**src/rtl/stopwatch_lap_bcd.sv**
```systemverilog
// Stopwatch core with a millisecond prescaler and a cascaded BCD time counter
// (hh:mm:ss.mmm). It counts up or down, loads a preset, and raises a sticky
// done flag when a count-down reaches zero. A first-word-fall-through lap FIFO
// keeps snapshots of the time. All flops change on the falling edge of NEclk.
// Digit packing everywhere is {h1,h0,min1,min0,s1,s0,ms2,ms1,ms0}, so ms0
// occupies bits [3:0] and h1 occupies bits [35:32].
module stopwatch_lap_bcd #(
   parameter int TICK_DIV  = 50000,
   parameter int LAP_DEPTH = 8,
   parameter int HR_MAX    = 99
) (
   input  logic                           NEclk,
   input  logic                           Nreset,
   input  logic                           Enable,
   input  logic                           Clear,
   input  logic                           Mode,
   input  logic                           Load,
   input  logic [35:0]                    preset_bcd,
   input  logic                           lap_push,
   input  logic                           lap_pop,
   output logic [35:0]                    lap_data,
   output logic                           lap_valid,
   output logic                           lap_full,
   output logic [$clog2(LAP_DEPTH+1)-1:0] lap_level,
   output logic                           lap_ovf,
   output logic                           done,
   output logic                           tick_ms,
   output logic [3:0]                     bcd_h_1,
   output logic [3:0]                     bcd_h_0,
   output logic [3:0]                     bcd_min_1,
   output logic [3:0]                     bcd_min_0,
   output logic [3:0]                     bcd_s_1,
   output logic [3:0]                     bcd_s_0,
   output logic [3:0]                     bcd_ms_2,
   output logic [3:0]                     bcd_ms_1,
   output logic [3:0]                     bcd_ms_0
);

   // A single-cycle divider still needs a one-bit counter that sits at zero.
   localparam int PW = (TICK_DIV > 1) ? $clog2(TICK_DIV) : 1;
   localparam int AW = $clog2(LAP_DEPTH);
   localparam int LW = $clog2(LAP_DEPTH + 1);

   localparam logic [PW-1:0] PRESC_LAST = PW'(TICK_DIV - 1);
   localparam logic [3:0]    HR_MAX_1   = 4'(HR_MAX / 10);
   localparam logic [3:0]    HR_MAX_0   = 4'(HR_MAX % 10);
   localparam logic [7:0]    HR_MAX_V   = 8'(HR_MAX);
   localparam logic [LW-1:0] LEVEL_FULL = LW'(LAP_DEPTH);

   // Wrap value of the seven digits below the hours, index 0 = ms0 .. 6 = min1.
   localparam logic [6:0][3:0] DIG_MAX = {4'd5, 4'd9, 4'd5, 4'd9, 4'd9, 4'd9, 4'd9};

   // ------------------------------------------------------------------
   // Time state
   // ------------------------------------------------------------------
   logic [8:0][3:0] dig_q, dig_d;
   logic [8:0][3:0] step_val;
   logic [PW-1:0]   presc_q, presc_d;
   logic            done_q, done_d;

   logic            preset_ok;
   logic            load_ok;
   logic            all_zero;
   logic            next_zero;
   logic            hold_zero;
   logic [7:0]      preset_hr;

   assign tick_ms   = Enable && (presc_q == PRESC_LAST);
   assign all_zero  = (dig_q == '0);
   assign next_zero = (step_val == '0);
   // A count-down parked at zero stays there; ticks keep pulsing but do nothing.
   assign hold_zero = Mode && all_zero;
   assign load_ok   = Load && preset_ok;
   assign preset_hr = ({4'd0, preset_bcd[35:32]} * 8'd10) + {4'd0, preset_bcd[31:28]};

   // Preset is accepted only if every field is a legal value for its position.
   always_comb begin
      preset_ok = 1'b1;
      for (int i = 0; i < 9; i++) begin
         if (preset_bcd[i*4 +: 4] > 4'd9) begin
            preset_ok = 1'b0;
         end
      end
      if (preset_bcd[19:16] > 4'd5) begin
         preset_ok = 1'b0;
      end
      if (preset_bcd[27:24] > 4'd5) begin
         preset_ok = 1'b0;
      end
      if (preset_hr > HR_MAX_V) begin
         preset_ok = 1'b0;
      end
   end

   // One step of the BCD cascade: increment with carry or decrement with borrow.
   always_comb begin : g_step
      logic carry;
      logic at_end;
      step_val = dig_q;
      carry    = 1'b1;
      at_end   = 1'b0;
      for (int i = 0; i < 7; i++) begin
         at_end = Mode ? (dig_q[i] == 4'd0) : (dig_q[i] == DIG_MAX[i]);
         if (carry) begin
            if (at_end) begin
               step_val[i] = Mode ? DIG_MAX[i] : 4'd0;
            end else if (Mode) begin
               step_val[i] = dig_q[i] - 4'd1;
            end else begin
               step_val[i] = dig_q[i] + 4'd1;
            end
         end
         carry = carry & at_end;
      end
      // Hours run as a two-digit BCD pair bounded by HR_MAX rather than 99.
      if (carry) begin
         if (Mode) begin
            if ((dig_q[8] == 4'd0) && (dig_q[7] == 4'd0)) begin
               step_val[8] = HR_MAX_1;
               step_val[7] = HR_MAX_0;
            end else if (dig_q[7] == 4'd0) begin
               step_val[8] = dig_q[8] - 4'd1;
               step_val[7] = 4'd9;
            end else begin
               step_val[7] = dig_q[7] - 4'd1;
            end
         end else begin
            if ((dig_q[8] == HR_MAX_1) && (dig_q[7] == HR_MAX_0)) begin
               step_val[8] = 4'd0;
               step_val[7] = 4'd0;
            end else if (dig_q[7] == 4'd9) begin
               step_val[8] = dig_q[8] + 4'd1;
               step_val[7] = 4'd0;
            end else begin
               step_val[7] = dig_q[7] + 4'd1;
            end
         end
      end
   end

   // Next time state with priority Clear > legal Load > tick.
   always_comb begin
      dig_d   = dig_q;
      presc_d = presc_q;
      done_d  = done_q;
      if (Clear) begin
         dig_d   = '0;
         presc_d = '0;
         done_d  = 1'b0;
      end else if (load_ok) begin
         dig_d   = preset_bcd;
         presc_d = '0;
         done_d  = 1'b0;
      end else if (Enable) begin
         presc_d = (presc_q == PRESC_LAST) ? '0 : presc_q + PW'(1);
         if (tick_ms) begin
            if (hold_zero) begin
               done_d = 1'b1;
            end else begin
               dig_d = step_val;
               if (Mode && next_zero) begin
                  done_d = 1'b1;
               end
            end
         end
      end
   end

   // Time registers.
   always_ff @(negedge NEclk or negedge Nreset) begin
      if (!Nreset) begin
         dig_q   <= '0;
         presc_q <= '0;
         done_q  <= 1'b0;
      end else begin
         dig_q   <= dig_d;
         presc_q <= presc_d;
         done_q  <= done_d;
      end
   end

   assign done      = done_q;
   assign bcd_ms_0  = dig_q[0];
   assign bcd_ms_1  = dig_q[1];
   assign bcd_ms_2  = dig_q[2];
   assign bcd_s_0   = dig_q[3];
   assign bcd_s_1   = dig_q[4];
   assign bcd_min_0 = dig_q[5];
   assign bcd_min_1 = dig_q[6];
   assign bcd_h_0   = dig_q[7];
   assign bcd_h_1   = dig_q[8];

   // ------------------------------------------------------------------
   // Lap FIFO
   // ------------------------------------------------------------------
   logic [35:0]   lap_mem [LAP_DEPTH];
   logic [AW-1:0] wr_ptr_q, wr_ptr_d;
   logic [AW-1:0] rd_ptr_q, rd_ptr_d;
   logic [LW-1:0] level_q, level_d;
   logic          ovf_q, ovf_d;
   logic          fifo_full;
   logic          fifo_valid;
   logic          do_push;
   logic          do_pop;
   logic          push_drop;

   assign fifo_full  = (level_q == LEVEL_FULL);
   assign fifo_valid = (level_q != '0);
   // A pop on a full FIFO frees the slot the simultaneous push needs.
   assign do_pop     = lap_pop && fifo_valid && !Clear;
   assign do_push    = lap_push && !Clear && (!fifo_full || do_pop);
   assign push_drop  = lap_push && !Clear && fifo_full && !lap_pop;

   // Pointer, level and overflow bookkeeping; Clear discards a same-edge push.
   always_comb begin
      wr_ptr_d = wr_ptr_q;
      rd_ptr_d = rd_ptr_q;
      level_d  = level_q;
      ovf_d    = ovf_q;
      if (Clear) begin
         wr_ptr_d = '0;
         rd_ptr_d = '0;
         level_d  = '0;
         ovf_d    = 1'b0;
      end else begin
         wr_ptr_d = wr_ptr_q + AW'(do_push);
         rd_ptr_d = rd_ptr_q + AW'(do_pop);
         level_d  = level_q + LW'(do_push) - LW'(do_pop);
         ovf_d    = ovf_q | push_drop;
      end
   end

   // FIFO control registers.
   always_ff @(negedge NEclk or negedge Nreset) begin
      if (!Nreset) begin
         wr_ptr_q <= '0;
         rd_ptr_q <= '0;
         level_q  <= '0;
         ovf_q    <= 1'b0;
      end else begin
         wr_ptr_q <= wr_ptr_d;
         rd_ptr_q <= rd_ptr_d;
         level_q  <= level_d;
         ovf_q    <= ovf_d;
      end
   end

   // Snapshot storage; the pushed value is the time shown before this edge.
   always_ff @(negedge NEclk) begin
      if (do_push) begin
         lap_mem[wr_ptr_q] <= dig_q;
      end
   end

   // Oldest entry is presented combinationally so it is usable the moment
   // lap_valid rises; an empty FIFO shows zero.
   assign lap_data  = fifo_valid ? lap_mem[rd_ptr_q] : '0;
   assign lap_valid = fifo_valid;
   assign lap_full  = fifo_full;
   assign lap_level = level_q;
   assign lap_ovf   = ovf_q;

endmodule

```
**config.mk**
```make
export PLATFORM = sky130hd
export DESIGN_NAME = stopwatch_lap_bcd
export DESIGN_NICKNAME = d
export VERILOG_FILES = /design/src/rtl/stopwatch_lap_bcd.sv
export SDC_FILE = /design/constraint.sdc
export NUM_CORES = 1
export LEC_CHECK = 0
export CAP_MARGIN = 40
export CORE_ASPECT_RATIO = 1.75
export CORE_MARGIN = 1
export CORE_UTILIZATION = 45
export CTS_CLUSTER_SIZE = 28
export DETAILED_ROUTE_END_ITERATION = 10
export PLACE_DENSITY = 0.66
export SLEW_MARGIN = 20
export SYNTH_ARGS = -nofsm -noshare
export SYNTH_HDL_FRONTEND = slang
export SYNTH_SLANG_ARGS = --single-unit
```
**constraint.sdc**
```tcl
create_clock -name NEclk -period 13.4 [get_ports NEclk]
set_clock_uncertainty 0.1 [all_clocks]
set_input_delay 4.02 -clock NEclk [delete_from_list [all_inputs] [get_ports NEclk]]
set_output_delay 4.02 -clock NEclk [all_outputs]
set_load 0.02 [all_outputs]
```
==> results of run 1 <==
## how the worst min path moves through the flow
stage,start,endpoint,slack (ns),cells past startpoint
4_1_cts,lap_ovf,lap_ovf,0.36,2
5_1_grt,lap_ovf,lap_ovf,0.39,2
3_3_place_gp,lap_ovf,lap_ovf,0.34,2
6_report,lap_ovf,lap_ovf,0.36,2
2_1_floorplan,presc_q[15],presc_q[15],0.36,2
3_5_place_dp,lap_ovf,lap_ovf,0.36,2
## cells by family after synthesis
logic type                 after synthesis  share of synthesized area [%]
AOI/OAI and AO/OA                      205                           8.03
xor gates and xnor gates                31                           1.62
adders and majority gates               46                           3.88
buffers and inverters                   92                           2.19
DFF                                    352                           61.2
muxes                                  120                           12.6
and+or+nand+nor                        340                           10.5
## layer usage
metal / part of all wire (%) / global-route usage, % / vias to the layer above
li1: - / - / 5666
met1: 38 / 26.6 / 6054
met2: 53 / 42.7 / 369
met3: 4.5 / 4.89 / 92
met4: 4.2 / 14.0 / 0
met5: 0 / 0 / -
## power by group
| part | switching (mW) | internal, mW |
|---|---|---|
| Combinational | 0.317 | 0.265 |
| Sequential | 0.0100 | 1.21 |
| Clock | 0.651 | 0.618 |
| Total | 0.978 | 2.09 |
## final cells by class
class	count	area share, %
repair buffers	275	12.0
clock inverters	314	5.78
multi-input cells	742	28.7
well taps	475	2.69
clock buffers	35	3.97
flip-flops and latches	352	46.5
inverters	24	0.408
## synth_stat cells, drive strengths merged, types with 4 or more instances
| cell | number | area share (%) |
|---|---|---|
| nand4b | 4 | 0.21 |
| xor2 | 19 | 0.99 |
| and3 | 12 | 0.45 |
| nor2b | 15 | 0.56 |
| or3 | 6 | 0.22 |
| and2 | 4 | 0.15 |
| nor3 | 14 | 0.45 |
| a22oi | 7 | 0.34 |
| nor3b | 11 | 0.62 |
| xnor2 | 12 | 0.63 |
| a211oi | 25 | 1.1 |
| a31oi | 13 | 0.49 |
| o22ai | 7 | 0.26 |
| fa | 10 | 1.2 |
| o21a | 9 | 0.40 |
| a2111oi | 5 | 0.26 |
| mux2 | 4 | 0.27 |
| nor4b | 7 | 0.37 |
| o31ai | 6 | 0.27 |
| inv | 24 | 0.54 |
| dfrtn | 64 | 9.6 |
| nand2b | 12 | 0.45 |
| nand4 | 10 | 0.37 |
| nand3b | 4 | 0.18 |
| mux4 | 72 | 9.7 |
| or2 | 5 | 0.19 |
| and3b | 8 | 0.43 |
| a21o | 15 | 0.67 |
| mux2i | 44 | 2.6 |
| nand2 | 63 | 1.4 |
| nor4 | 13 | 0.52 |
| nand3 | 11 | 0.33 |
| or4 | 6 | 0.31 |
| edfxtp | 288 | 52 |
| clkbuf | 46 | 1.0 |
| a21oi | 47 | 1.4 |
| ha | 36 | 2.7 |
| o21ai | 45 | 1.4 |
| buf | 21 | 0.60 |
| nor2 | 127 | 2.9 |
## worst max-delay path: stages, from the launching register on
cell	delay (ns)
dfrtn_1	0.41
buf_4	0.13
buf_12	0.16
buf_4	0.15
mux4_2	0.50
mux2i_2	0.25
nor2_1	0.07
dlygate4sd2_1	0.34
## cell usage in the layout, fill, tap and decap left out, drive strengths merged, types with 36 or more instances in the layout
master / netlist / final
ha: 36 / 36
dfrtn: 64 / 64
clkbuf: 46 / 45
clkdlybuf4s50: 0 / 80
inv: 24 / 322
buf: 21 / 151
edfxtp: 288 / 288
nand2: 63 / 63
nor2: 127 / 127
mux2i: 44 / 44
o21ai: 45 / 45
a21oi: 47 / 47
mux4: 72 / 72
## what timing repair did
item	4_1_cts	5_1_grt
hold endpoints to repair	0	0
endpoints found under the setup margin	49	47
resized for setup	50	37
setup buffers	8	4
cloned	2	1
pin swaps	7	1
==> run summary, run 1 <==
status = complete, no violations
worst r2r dst = bcd_h_0[3]
DRT Pass-1 Iters = 4
IO Count = 125
Rel. slew slack = 38.9%
VDD IR max = 0.0836 mV
placed insts = 1854
CTS tree = done
final setup vio count = 0
synthesized area per cell = 14.1 sq um
Worst Tran Pin Value = 0.908 ns
diode count = 0
pwr dens = 139 mW/mm^2
Die ar. = 0.0380 sq mm
first-pass GRT wire length = 68.8 mm
WHS = 0.358 ns
DR DRC count = 0
total global-route track usage = 24.1%
final wirelength = 44.6 mm
largest net degree at the start of global routing = 42
RSZ-0062 raised after global routing = true
Core Area = 0.0368 sq mm
initial drt markers = 839
nets@finish = 1807
die width = 148 um
final total power = 3.07 mW
port bufs = 124
number of global-route vias before repair = 13.0k
CTS Sinks = 352
Synth async-reset ratio = 18.2%
Critical path origin = rd_ptr_q[0]
GPL Wtd Cong = 0.890
register area share after synthesis = 61.2%
count of final hold-check violations = 0
Crit Path Class = flip-flop to primary output
CTS buffer count = 34
Final ANT Viol Nets = 0
Syn Nets = 1276
final non-filler cell area = 0.0221 sq mm
R2R Path Start = bcd_ms_0[0]
H-Tree Depth = 2
distinct cell type count after synthesis = 77
Biggest register = lap_mem
initial core utilization = 45.6%
R2R Setup Slk = 9.95 ns
Synth Flop Type = edfxtp_1
static leakage = 8.92 nW
CP required = 9.28 ns
placed cell area = 0.0197 sq mm
Worst Path Max Fanout = 11
Filler cells = 2918
clock slew at reported path FFs = 0.05 ns
initial antenna violation count = 0
vias post-DR = 12.2k
CTS root buf = clkbuf_16
Crit. End Element = primary output
Post-synth EDFFs = 288
warning count from the yosys run = 0
final setup margin = 0.0220 ns
Max Cap Viol = 0
WL/cell = 20.1 um
Final Core Density = 60.0%
total grt overflow = 0
Slew Viols, Final = 0
Detail Placement HPWL = 29.4 mm
Place WS = -0.641 ns
Post-Syn Instances = 1186
Site Rows = 93
area occupied by multi-input gates = 0.00633 sq mm
Chip Height = 257 um
#FFs+latches synth = 352
CTS Hold Bufs = 0
worst path arrival time = 9.26 ns
Worst R2R Path Depth = 9
clk_lat worst skew = 0.53 ns
Non-Filler Instances = 2217
CP Launch Type = flip-flop
vias per cell = 5.49
CTS max path bufs = 3
layout cells sized above 1 = 19.5%
Layout Area Growth over Synthesis = 31.7%
area of the mapped netlist = 0.0168 sq mm
Final TNS setup = 0 ns
CP endpoint = lap_data[29]
Largest register FFs = 288
sequential cell area = 0.0102 sq mm
Hold Crit Class = flip-flop to flip-flop
biggest regs = lap_mem: 288 flops, presc_q: 16 flops
Power figures use the tool's default switching activity.
==> run 2, diff against run 1 <==
--- a/config.mk
+++ b/config.mk
@@ -6,12 +6,15 @@
 export NUM_CORES = 1
 export LEC_CHECK = 0
 export CAP_MARGIN = 40
+export CELL_PAD_IN_SITES_DETAIL_PLACEMENT = 1
+export CELL_PAD_IN_SITES_GLOBAL_PLACEMENT = 1
 export CORE_ASPECT_RATIO = 1.75
 export CORE_MARGIN = 1
 export CORE_UTILIZATION = 45
+export CTS_BUF_LIST = sky130_fd_sc_hd__clkbuf_4
 export CTS_CLUSTER_SIZE = 28
 export DETAILED_ROUTE_END_ITERATION = 10
-export PLACE_DENSITY = 0.66
+export PLACE_DENSITY = 0.76
 export SLEW_MARGIN = 20
 export SYNTH_ARGS = -nofsm -noshare
 export SYNTH_HDL_FRONTEND = slang
==> run 2 against run 1 <==
The run now ends with setup timing left. Highest routed layer unchanged. Worst hold slack improved by 0.0061 ns. Flip-flop and latch count did not move. Core utilization rose by 0.46 points. First-iteration DRC count up 28%. Worst setup slack worse by 0.053 ns. Clock-buffer cell count is 53 higher. Wire length up 37%. Critical path type unchanged. Final area is 0.76% higher. Global-route usage grew 8.5 points.
==> run summary, run 2 (synthesis gave the netlist of run 1 again) <==
status = finished, violations left (was complete, no violations)
failing checks = setup timing
Die ar. = 0.0380 sq mm (unchanged)
port bufs = 124 (unchanged)
RSZ-0062 raised after global routing = true (unchanged)
Non-Filler Instances = 2312 (was 2217)
biggest regs = lap_mem: 288 flops, presc_q: 16 flops (unchanged)
DR DRC count = 0 (unchanged)
Hold Crit Class = flip-flop to flip-flop (unchanged)
Max Cap Viol = 0 (unchanged)
IO Count = 125 (unchanged)
count of final hold-check violations = 0 (unchanged)
Core Area = 0.0368 sq mm (unchanged)
final setup vio count = 4 (was 0)
commonest non-fill, non-tap cells in the layout = inv_1 (336), edfxtp_1 (288), buf_4 (123) (was inv_1 (317), edfxtp_1 (288), buf_4 (123))
clock slew at reported path FFs = 0.05 ns (about the same)
Largest register FFs = 288 (unchanged)
R2R Setup Slk = 9.90 ns (was 9.95 ns)
final wirelength = 60.9 mm (was 44.6 mm)
Rel. slew slack = 53.9% (was 38.9%)
vias post-DR = 13.6k (was 12.2k)
nets@finish = 1863 (was 1807)
clk_lat worst skew = 0.69 ns (was 0.53 ns)
hold path depth = 2 (unchanged)
CTS root buf = clkbuf_4 (was clkbuf_16)
Final ANT Viol Nets = 0 (unchanged)
P_sw = 1.26 mW (was 0.978 mW)
VDD IR max = 0.0700 mV (was 0.0836 mV)
Layout Area Growth over Synthesis = 32.7% (was 31.7%)
initial drt markers = 1072 (was 839)
Filler cells = 3813 (was 2918)
initial core utilization = 45.6% (unchanged)
Sequential Power Share = 36.7% (was 39.6%)
Crit Path Class = flip-flop to primary output (unchanged)
CTS Hold Bufs = 0 (unchanged)
GPL Wtd Cong = 0.888 (was 0.890)
final setup margin = -0.0311 ns (was 0.0220 ns)
pwr dens = 149 mW/mm^2 (was 139 mW/mm^2)
number of global-route vias before repair = 15.5k (was 13.0k)
Worst Tran Pin Value = 0.692 ns (was 0.908 ns)
CTS tree = done (unchanged)
WHS = 0.364 ns (was 0.358 ns)
Clk pwr share = 43.5% (was 41.4%)
worst r2r dst = bcd_min_1[3] (was bcd_h_0[3])
first-pass GRT wire length = 90.7 mm (was 68.8 mm)
min-delay src = lap_ovf (unchanged)
vias per cell = 5.89 (was 5.49)
Site Rows = 93 (unchanged)
commonest non-fill, non-tap cell in the layout = inv_1 (unchanged)
CTS max path bufs = 3 (unchanged)
Slew Viols, Final = 0 (unchanged)
R2R Path Start = bcd_ms_0[3] (was bcd_ms_0[0])
CTS buffer count = 87 (was 34)
initial antenna violation count = 1 (was 0)
Logic pwr share = 19.8% (was 19.0%)
CP required = 9.28 ns (about the same)
hold endpoint = lap_ovf (unchanged)
Worst R2R Path Depth = 8 (was 9)
WL/cell = 26.4 um (was 20.1 um)
Crit. End Element = primary output (unchanged)
Biggest register = lap_mem (unchanged)
Detail Placement HPWL = 31.6 mm (was 29.4 mm)
placed insts = 1851 (was 1854)
die width = 148 um (unchanged)
Chip Height = 257 um (unchanged)
total global-route track usage = 32.6% (was 24.1%)
CTS Sinks = 352 (unchanged)
sw frac = 38.0% (was 31.9%)
H-Tree Depth = 3 (was 2)
worst path arrival time = 9.31 ns (was 9.26 ns)
CP Launch Type = flip-flop (unchanged)
Worst Path Max Fanout = 5 (was 11)
layout cells sized above 1 = 24.7% (was 19.5%)
largest net degree at the start of global routing = 53 (was 42)
DRT Pass-1 Iters = 7 (was 4)
total grt overflow = 0 (unchanged)
Int Power = 2.05 mW (was 2.09 mW)
static leakage = 9.13 nW (was 8.92 nW)
[run 2: cell count changes in the layout (fill, tap and decap cells not counted), sizes merged]
cell           delta
clkinvlp         +10
clkinv            -2
clkdlybuf4s50     +1
dlymetal6s2s      +3
diode             +1
bufinv            +6
clkbuf           +45
inv              +24
bufbuf            -2
dlygate4sd2      -24
buf              +39
clkdlybuf4s15     -6
[run 2: routing by layer]
| layer | vias to the layer above | GRT usage (%) | part of all wire (%) |
|---|---|---|---|
| li1 | 5819 | - | - |
| met1 | 6917 | 34.3 | 35 |
| met2 | 687 | 57.6 | 54 |
| met3 | 197 | 7.38 | 6.2 |
| met4 | 0 | 21.6 | 4.9 |
| met5 | - | 0 | 0 |
[run 2: worst max-delay path, stage by stage (launching register included)]
cell and delay [ns]:
dfrtn_1 0.44, buf_12 0.14, buf_12 0.14, buf_8 0.13
buf_16 0.13, mux4_2 0.51, mux2i_1 0.18, nor2_1 0.08
buf_4 0.16
[run 2: worst max path at each step]
stage	startpoint	end	depth (start not counted)
detailed placement	preset_bcd[35]	bcd_min_1[1]	13
global placement	preset_bcd[32]	bcd_h_0[1]	13
floorplan	preset_bcd[35]	done	12
CTS	rd_ptr_q[0]	lap_data[29]	8
finish	rd_ptr_q[0]	lap_data[13]	8
global route	rd_ptr_q[0]	lap_data[13]	8
[run 2: cell type report]
type | instances | area [sq um] | share of cell area [%]
Multi-Input combinational cell | 742 | 6420 | 28.9
Sequential cell | 352 | 10200 | 46.1
Clock buffer | 88 | 661 | 2.97
Timing Repair Buffer | 278 | 2700 | 12.1
Antenna cell | 1 | 2.50 | 0.0113
Clock inverter | 352 | 1510 | 6.81
Tap cell | 475 | 594 | 2.67
Inverter | 24 | 90.1 | 0.405
[run 2: what timing repair did]
action | 4_1_cts | 5_1_grt
pin swaps | 2 | 4
gates resized for setup | 177 | 46
endpoints found under the setup margin | 38 | 75
buffers inserted | 13 | 5
gates cloned | 6 | 2
[run 2: stage by stage]
stage                     util [%]  cell area [sq um]  TNS [ns]  setup slack, ns  power, mW
after floorplan                  -              16800     -1.19           -0.123       1.69
after global placement        53.4              19700    -28.44           -0.604       1.95
after detailed placement      53.5              19700    -33.81           -0.725       1.96
after CTS                     60.3              22200     -1.42           -0.138       3.26
after global routing          60.4              22200     -1.05           -0.122       3.45
final                         60.4              22200   -0.0666          -0.0311       3.31
[run 2: power groups by stage]
stage / Clock [mW] / Sequential, mW / Combinational, mW
2_1_floorplan: 0.128 / 1.23 / 0.327
3_3_place_gp: 0.128 / 1.23 / 0.591
3_5_place_dp: 0.128 / 1.23 / 0.604
5_1_grt: 1.54 / 1.21 / 0.694
4_1_cts: 1.39 / 1.21 / 0.654
6_report: 1.44 / 1.21 / 0.657
==> run 3, diff against run 2 <==
--- a/config.mk
+++ b/config.mk
@@ -6,7 +6,7 @@
 export NUM_CORES = 1
 export LEC_CHECK = 0
 export CAP_MARGIN = 40
-export CELL_PAD_IN_SITES_DETAIL_PLACEMENT = 1
+export CELL_PAD_IN_SITES_DETAIL_PLACEMENT = 0
 export CELL_PAD_IN_SITES_GLOBAL_PLACEMENT = 1
 export CORE_ASPECT_RATIO = 1.75
 export CORE_MARGIN = 1
==> run 3 against run 2 <==
The flow now finishes without violations. Global-route usage is 8.2 points lower. Sequential power hardly changed. Combinational power is 11% lower. Wire length is 26% lower. Die area stayed put. Clock power is 8% lower. First-iteration DRC count is 19% lower. Largest cell class unchanged.
==> run summary, run 3 (synthesis gave the netlist of run 1 again) <==
port bufs = 124 (unchanged)
P_sw = 1.01 mW (was 1.26 mW)
Critical path origin = rd_ptr_q[0] (unchanged)
Layout Area Growth over Synthesis = 32.5% (was 32.7%)
IO Count = 125 (unchanged)
Worst Path Max Fanout = 8 (was 5)
CTS tree = done (unchanged)
vias post-DR = 12.4k (was 13.6k)
R2R Setup Slk = 10.09 ns (was 9.90 ns)
Worst R2R Path Depth = 10 (was 8)
Biggest register = lap_mem (unchanged)
RSZ-0062 raised after global routing = true (unchanged)
Final Core Density = 60.4% (about the same)
Site Rows = 93 (unchanged)
Critical Path Stages = 7 (was 8)
Detail Placement HPWL = 28.8 mm (was 31.6 mm)
initial drt markers = 867 (was 1072)
initial antenna violation count = 1 (unchanged)
Clk pwr share = 42.5% (was 43.5%)
Worst Tran Pin Value = 0.788 ns (was 0.692 ns)
Final ANT Viol Nets = 0 (unchanged)
Largest register FFs = 288 (unchanged)
GPL Wtd Cong = 0.888 (unchanged)
Slew Viols, Final = 0 (unchanged)
CTS buffer count = 84 (was 87)
Logic pwr share = 18.7% (was 19.8%)
min-delay src = lap_ovf (unchanged)
status = complete, no violations (was finished, violations left)
total grt overflow = 0 (unchanged)
Crit path buffers/inverters = 4 (was 5)
Rel. slew slack = 47.0% (was 53.9%)
count of final hold-check violations = 0 (unchanged)
slowest stage delay, CP = 0.54 ns (was 0.51 ns)
CTS root buf = clkbuf_4 (unchanged)
Cell Chain, Critical Path = buf_12 > buf_6 > buf_16 > mux4_2 > mux2i_4 > nor2_1 > buf_2 (was buf_12 > buf_12 > buf_8 > buf_16 > mux4_2 > mux2i_1 > nor2_1 > buf_4)
CP delay by family, top = multiplexers (was buffers and inverters)
Crit. End Element = primary output (unchanged)
Die ar. = 0.0380 sq mm (unchanged)
die width = 148 um (unchanged)
CP Launch Type = flip-flop (unchanged)
number of global-route vias before repair = 13.5k (was 15.5k)
Int Power = 2.12 mW (was 2.05 mW)
Hold Crit Class = flip-flop to flip-flop (unchanged)
R2R Path Start = bcd_ms_0[3] (unchanged)
placed cell area = 0.0197 sq mm (unchanged)
CP max-delay cell = mux4_2 (unchanged)
DR DRC count = 0 (unchanged)
CP required = 9.28 ns (about the same)
hold endpoint = lap_ovf (unchanged)
Sequential Power Share = 38.8% (was 36.7%)
clock slew at reported path FFs = 0.05 ns (about the same)
final non-filler cell area = 0.0222 sq mm (about the same)
vias per cell = 5.36 (was 5.89)
commonest non-fill, non-tap cell in the layout = inv_1 (unchanged)
worst path arrival time = 9.27 ns (was 9.31 ns)
Max Cap Viol = 0 (unchanged)
Place WS = -0.684 ns (was -0.725 ns)
nets@finish = 1861 (was 1863)
CTS Hold Bufs = 0 (unchanged)
final setup margin = 0.00944 ns (was -0.0311 ns)
final wirelength = 45.2 mm (was 60.9 mm)
sw frac = 32.2% (was 38.0%)
H-Tree Depth = 3 (unchanged)
total global-route track usage = 24.4% (was 32.6%)
layout cells sized above 1 = 24.0% (was 24.7%)
clk_lat worst skew = 0.69 ns (about the same)
Core Area = 0.0368 sq mm (unchanged)
DRT Pass-1 Iters = 5 (was 7)
CTS Sinks = 352 (unchanged)
VDD IR max = 0.0784 mV (was 0.0700 mV)
pwr dens = 141 mW/mm^2 (was 149 mW/mm^2)
initial core utilization = 45.6% (unchanged)
first-pass GRT wire length = 69.1 mm (was 90.7 mm)
worst r2r dst = done (was bcd_min_1[3])
WL/cell = 19.5 um (was 26.4 um)
final setup vio count = 0 (was 4)
Chip Height = 257 um (unchanged)
CTS max path bufs = 3 (unchanged)
static leakage = 9.13 nW (about the same)
hold path depth = 2 (unchanged)
largest net degree at the start of global routing = 53 (unchanged)
WHS = 0.347 ns (was 0.364 ns)
Crit Path Class = flip-flop to primary output (unchanged)
commonest non-fill, non-tap cells in the layout = inv_1 (341), edfxtp_1 (288), buf_4 (122) (was inv_1 (336), edfxtp_1 (288), buf_4 (123))
biggest regs = lap_mem: 288 flops, presc_q: 16 flops (unchanged)
[run 3: changes by cell type in the layout (fill, tap and decap cells not counted), moves of 3 or more]
cell	previous run	this run
buf_2	26	23
nor2_1	113	119
bufinv_16	4	11
buf_12	22	19
buf_6	12	7
inv_1	336	341
bufinv_8	3	0
inv_2	9	3
nor2_2	8	2
clkbuf_2	1	15
[run 3: tightest hold or removal path: stages (launching register included)]
cell and delay, ns:
dfrtn_1 0.40, a31oi_1 0.04, nor2_1 0.08
[run 3: area by class of cell]
cell class / count / area (sq um)
inverters: 24 / 90.1
flip-flops and latches: 352 / 10200
fillers: 2933 / 14600
clock buffers: 85 / 638
repair buffers: 279 / 2600
diodes: 3 / 7.51
clock inverters: 355 / 1660
multi-input cells: 742 / 6370
well taps: 475 / 594
[run 3: what timing repair did]
action,4_1_cts,5_1_grt
gates cloned,2,4
resized for setup,105,68
setup endpoints to repair,38,68
setup buffers,8,9
pin swaps,0,6
[run 3: power groups by stage]
stage               clock [mW]  sequential, mW  combinational, mW
CTS                       1.35            1.22              0.587
detailed placement       0.128            1.23              0.596
floorplan                0.128            1.23              0.327
global route              1.46            1.22              0.634
finish                    1.33            1.22              0.585
global placement         0.128            1.23              0.591
[run 3: through the flow]
step / cells / power (mW) / TNS, ns
after CTS: 2300 / 3.15 / -1.91
final: 2315 / 3.13 / 0
after detailed placement: 1851 / 1.95 / -32.10
after floorplan: 1186 / 1.69 / -1.19
after global placement: 1850 / 1.95 / -28.44
after global routing: 2313 / 3.31 / -0.803
[run 3: worst max path at each step]
stage              endpoint
2_1_floorplan          done
3_3_place_gp     bcd_h_0[1]
3_5_place_dp     bcd_s_1[1]
4_1_cts        lap_data[19]
5_1_grt        lap_data[35]
6_report       lap_data[10]
[run 3: per-layer routing]
layer / part of all wire, % / global-route usage [%] / wire length, um
met5: 0 / 0 / 0
met4: 3.0 / 14.9 / 1360
met3: 5.4 / 4.96 / 2450
met2: 56 / 44.7 / 25300
met1: 36 / 25.0 / 16100
